`src/rtl/cardinal_nic_port.sv`:
```
// Single-entry NIC between a processor register port and a ring router: one input and one output packet buffer.
// Capture/load take effect at the next edge and a send can follow one cycle after a load; a full buffer refuses new data (net_ri=0, OUT_BUF writes dropped).
module cardinal_nic_port #(
  parameter int VC_BIT = 0
) (
  input  logic        clk,
  input  logic        reset,
  input  logic [0:1]  addr,
  input  logic [0:63] d_in,
  output logic [0:63] d_out,
  input  logic        nicEn,
  input  logic        nicWrEn,
  input  logic        net_si,
  output logic        net_ri,
  input  logic [0:63] net_di,
  output logic        net_so,
  input  logic        net_ro,
  output logic [0:63] net_do,
  input  logic        net_polarity
);

  localparam logic [1:0] ADDR_IN_BUF   = 2'b00;
  localparam logic [1:0] ADDR_IN_STAT  = 2'b01;
  localparam logic [1:0] ADDR_OUT_BUF  = 2'b10;
  localparam logic [1:0] ADDR_OUT_STAT = 2'b11;

  logic [0:63] ibuf_q, ibuf_d;
  logic [0:63] obuf_q, obuf_d;
  logic        in_full_q, in_full_d;
  logic        out_full_q, out_full_d;

  logic rd_en;
  logic wr_en;
  logic in_capture;
  logic in_consume;
  logic out_load;

  always_comb begin
    rd_en  = nicEn & ~nicWrEn;
    wr_en  = nicEn & nicWrEn;

    net_ri = ~in_full_q;
    net_do = obuf_q;
    // A packet only leaves on the ring phase matching its VC bit.
    net_so = out_full_q & net_ro & (obuf_q[VC_BIT] == net_polarity);

    in_capture = net_si & ~in_full_q;
    in_consume = rd_en & (addr == ADDR_IN_BUF) & in_full_q;
    out_load   = wr_en & (addr == ADDR_OUT_BUF) & ~out_full_q;

    ibuf_d     = ibuf_q;
    in_full_d  = in_full_q;
    obuf_d     = obuf_q;
    out_full_d = out_full_q;

    // Capture needs an empty buffer and consume needs a full one, so they never coincide.
    if (in_capture) begin
      ibuf_d    = net_di;
      in_full_d = 1'b1;
    end else if (in_consume) begin
      in_full_d = 1'b0;
    end

    if (out_load) begin
      obuf_d     = d_in;
      out_full_d = 1'b1;
    end else if (net_so) begin
      out_full_d = 1'b0;
    end

    d_out = '0;
    if (rd_en) begin
      case (addr)
        ADDR_IN_BUF:   d_out = ibuf_q;
        ADDR_IN_STAT:  d_out = {63'b0, in_full_q};
        ADDR_OUT_STAT: d_out = {63'b0, out_full_q};
        default:       d_out = '0;
      endcase
    end
  end

  always_ff @(posedge clk) begin
    if (reset) begin
      ibuf_q     <= '0;
      obuf_q     <= '0;
      in_full_q  <= 1'b0;
      out_full_q <= 1'b0;
    end else begin
      ibuf_q     <= ibuf_d;
      obuf_q     <= obuf_d;
      in_full_q  <= in_full_d;
      out_full_q <= out_full_d;
    end
  end

endmodule

```
`config.mk`:
```
export PLATFORM = sky130hd
export DESIGN_NAME = cardinal_nic_port
export DESIGN_NICKNAME = d
export VERILOG_FILES = /design/src/rtl/cardinal_nic_port.sv
export SDC_FILE = /design/constraint.sdc
export NUM_CORES = 1
export LEC_CHECK = 0
export ABC_AREA = 0
export CORE_UTILIZATION = 45
export CTS_CLUSTER_SIZE = 10
export DETAILED_ROUTE_END_ITERATION = 12
export PLACE_DENSITY = 0.85
export SETUP_SLACK_MARGIN = 0.5
export SLEW_MARGIN = 20
export SYNTH_ARGS = -nofsm -noshare
export SYNTH_HDL_FRONTEND = slang
export SYNTH_SLANG_ARGS = --single-unit
```
`constraint.sdc`:
```
create_clock -name clk -period 1.6 [get_ports clk]
set_input_delay 0.24 -clock clk [delete_from_list [all_inputs] [get_ports clk]]
set_output_delay 0.24 -clock clk [all_outputs]
set_load 0.1 [all_outputs]
```
==> metrics.yaml, run 1 <==
buffer_ports.inserted: 266
error_line: "[ERROR DPL-0038] Utilization greater than 100%, impossible to legalize"
status: "stopped before the end"
num_io_pins: 267
cts_root_buf: "clkbuf_16"
yosysWarnings: 0
ys.flop_type: "dfxtp_1"
synth_cells: 642
synthDistinctLibCells: 24
synth.cell_area_um2: 5720
cts_buffer_depth: 2
yosys.area.top_type_share_pct: 45.5
cts.sinks: 130
synth.avg_cell_area_um2: 8.91
ys_top_cells_by_count: "130 x dfxtp_1, 129 x nand2_1, 129 x nand2b_1"
initial_core_util_pct: 46.8
numCtsBuffers: 17
synth.net_count: 779
place_congestion: 0.786
yosys-top-cells-area: "dfxtp_1 46%, nand2b_1 14%, mux2i_1 11%, nand2_1 8.5%, and2_1 6.9%"
yosysMostFrequentCell: "dfxtp_1"
cts_setup_buffers: 67
synthArstFlopShare_pct: 0
ctsHoldBuffers: 0
yosysSeqAreaShare_pct: 45.5
synth-edff-count: 0
synth-seq-cells: 130
haltStage: "clock tree synthesis"
detailed_place_hpwl_mm: 13.2
htree_levels: 4
fp.dieH_um: 115
synth_top_area_cell: "dfxtp_1"
cts_resized: 276
rows: 40
die_w_um: 115
[cell families after synthesis]
logic type / synth area share [%]
AOI/OAI and AO/OA: 6.13
xor gates and xnor gates: 0.153
buffers and inverters: 6.02
DFF: 45.5
muxes: 11.4
and+or+nand+nor: 30.8
[metrics by stage]
stage	TNS, ns	cell area, µm²	setup WS [ns]	cells
after floorplan	0	5890	0.0141	642
after detailed placement	-29.54	9980	-0.297	1044
after global placement	-25.71	9980	-0.256	1044
==> inputs of run 2 (changes only) <==
--- a/config.mk
+++ b/config.mk
@@ -6,11 +6,9 @@
 export NUM_CORES = 1
 export LEC_CHECK = 0
 export ABC_AREA = 0
-export CORE_UTILIZATION = 45
-export CTS_CLUSTER_SIZE = 10
+export CORE_UTILIZATION = 40
 export DETAILED_ROUTE_END_ITERATION = 12
-export PLACE_DENSITY = 0.85
-export SETUP_SLACK_MARGIN = 0.5
+export PLACE_DENSITY_LB_ADDON = 0.15
 export SLEW_MARGIN = 20
 export SYNTH_ARGS = -nofsm -noshare
 export SYNTH_HDL_FRONTEND = slang
==> run 2 against run 1 <==
  * Area after synthesis is the same
  * The flow now finishes, with violations (setup timing)
  * Synthesized cell count is the same
==> metrics.yaml, run 2 <==
path_common_cell: "buf_6"
clock_latency_ns: 0.41
setup_ws_ns: -0.0575
fin_area_um2: 10800
finalPower_mw: 8.64
grt_pass1_wl_mm: 25.9
cts.sinks: 130  # unchanged
dp_slack_ns: -0.277  # was -0.297 ns
final_cell_mix: "141 x buf_12, 131 x clkdlybuf4s50_1, 129 x nand2_1, 128 x nand2b_1, 127 x dfxtp_1"
drtIter0Drc: 252
status: "complete, but fails checks"  # was stopped before the end
numCtsBuffers: 17  # unchanged
antenna_left: 0
crit_slowest_cell: "buf_12"
slew_viol_final: 0
r2r-start: "out_full_q"
yosysWarnings: 0  # unchanged
fin_skew_ns: 0.00694
wl_per_cell_um: 15.2
pwr_density_cell_nw_per_um2: 803
crit_type: "in -> out"
wl_met1_mm: 6.09
fp.dieH_um: 122  # was 115 µm
routed.top_layer: "met4"
synth.avg_cell_area_um2: 8.91  # unchanged
rows: 43  # was 40
drt_pre_antenna_iters: 6
hp-class: "in -> reg"
clk_pin_slew_ns: 0.05
path_buf_inv: 6
num_io_pins: 267  # unchanged
hp-start: "reset"
yosys-mux-area-fraction_pct: 11.4  # unchanged
detailed_place_hpwl_mm: 12.0  # was 13.2 mm
setup_viol: 12
synth.net_count: 779  # unchanged
failed_checks: "setup timing"
crit_fanout: 6
synth_top_area_cell: "dfxtp_1"  # unchanged
area_delta_synth_final_pct: 88.3
nets: 1048
cts_tree: "done"
via_per_inst: 4.74
ys_top_cells_by_count: "130 x dfxtp_1, 129 x nand2_1, 129 x nand2b_1"  # unchanged
yosys.area_share.adder_pct: 0  # unchanged
buffer_ports.inserted: 266  # unchanged
post-route-period-util_pct: 104
yosysSeqAreaShare_pct: 45.5  # unchanged
cts_root_buf: "clkbuf_16"  # unchanged
placed_area_um2: 9940  # was 9980 µm²
synthArstFlopShare_pct: 0  # unchanged
required_ns: 1.36
critPathMaxStageDelay_ns: 0.17
cp.arrival_ns: 1.42
synth_compound_area_share_pct: 6.13  # unchanged
vias: 5221
synth-simple-area-share_pct: 30.8  # unchanged
tns_ns: -0.544
grt-ovfl-total: 0
synth-edff-count: 0  # unchanged
grt_max_degree: 89
reg2regPathDepth: 4
max_freq_mhz: 603
cellLeakagePower_nw: 4.14
tightest_slew_ns: 0.299
cts_buffer_depth: 2  # unchanged
drc_errors: 0
synth-seq-cells: 130  # unchanged
period_needed_ns: 1.66
min_to: "ibuf_q[12]"
routed-wl-met3_mm: 1.65
synth_cells: 642  # unchanged
drive_gt1_share_pct: 29.2
synth.cell_area_um2: 5720  # unchanged
cp-end-kind: "output pin"
layout_commonest_cell: "buf_12"
final-hold-violation-count: 0
die_w_um: 122  # was 115 µm
synthDistinctLibCells: 24  # unchanged
whs_path_depth: 3
drt_wl_total_mm: 16.8
r2r_setup_slack_ns: 0.36
peakVddDrop_v: 0.000566
core_um2: 13900
synth_top_family_by_area: "simple AND/OR/NAND/NOR gates"  # unchanged
yosys.area.top_type_share_pct: 45.5  # unchanged
timing.rr.end: "net_do[52]"
met2_length_mm: 8.64
grt_antenna_before_repair: 1
ys.flop_type: "dfxtp_1"  # unchanged
grt_pass1_vias: 5176
yosysMostFrequentCell: "dfxtp_1"  # unchanged
critPathLaunchType: "primary input"
crit_family: "buffers and inverters"
max-slew-margin-rel_pct: 80.1
groute.usage.overall_pct: 23.1
synthXorXnorAreaFrac_pct: 0.153  # unchanged
yosys-top-cells-area: "dfxtp_1 46%, nand2b_1 14%, mux2i_1 11%, nand2_1 8.5%, and2_1 6.9%"  # unchanged
drv_cap: 0
initial_core_util_pct: 41.0  # was 46.8%
cp_cell_sequence: "buf_6 > nand2b_4 > nor3_4 > buf_6 > buf_6 > buf_12 > buf_16 > and2_4 > buf_12"
rsz0062_at_grt: "true"
dieArea_um2: 14800
place_congestion: 0.819  # was 0.786
htree_levels: 4  # unchanged
run 2: logic make-up (layout without fill, tap and decap cells):
kind of cell / after synthesis / count (layout)
other: 0 / 1
and+or+nand+nor: 329 / 329
buffers and inverters: 49 / 328
muxes: 65 / 65
DFF: 130 / 130
xor gates and xnor gates: 1 / 1
AOI/OAI and AO/OA: 68 / 68
run 2: power breakdown:
group	switching, mW	internal [mW]	total (mW)
sequential	0.0905	3.37	3.46
clock	1.32	2.42	3.74
combinational	0.723	0.721	1.44
total	2.14	6.51	8.64
run 2: repair_timing:
item                       CTS  global route
gates resized for setup     70             8
pin swaps                   21             7
setup endpoints to repair   65            42
buffers inserted             8             0
hold buffers                 0             0
cloned                       5             0
run 2: per-stage QoR:
stage                     hold slack [ns]  instances  utilization, %
after floorplan                     0.376        642               -
after global placement              0.438       1061            71.3
after detailed placement            0.444       1061            71.3
after CTS                           0.284       1103            77.3
after global routing                0.308       1102            77.3
final                               0.308       1102            77.3
run 2: how the worst max path moves through the flow:
stage / from / end / slack, ns / cells past startpoint
CTS: addr[1] / d_out[24] / -0.05 / 9
floorplan: net_do[0] / net_so / -0.004 / 2
global route: addr[1] / d_out[24] / -0.10 / 9
finish: addr[1] / d_out[24] / -0.06 / 9
detailed placement: nicEn / d_out[38] / -0.28 / 6
global placement: nicEn / net_do[49] / -0.25 / 7
run 2: routing by layer:
| metal | GRT usage [%] | vias to the layer above |
|---|---|---|
| met4 | 11.3 | 0 |
| met1 | 23.1 | 2394 |
| li1 | - | 2588 |
| met5 | 0 | - |
| met3 | 9.93 | 26 |
| met2 | 41.1 | 213 |
run 2: final cells by class:
cell class	instances	area [µm²]
antenna	1	2.50
clock buffer	23	488
clock inverter	6	80.1
fill	924	3170
inverter	1	3.75
multi-input combinational	463	2930
sequential	130	2610
tap	180	225
timing repair buffer	298	4430
run 2: worst min-delay path, cell delays in order:
cell and delay [ns]:
buf_4 0.14, buf_12 0.22, a21oi_1 0.06
Note: power is estimated with default switching activity, not from simulation.
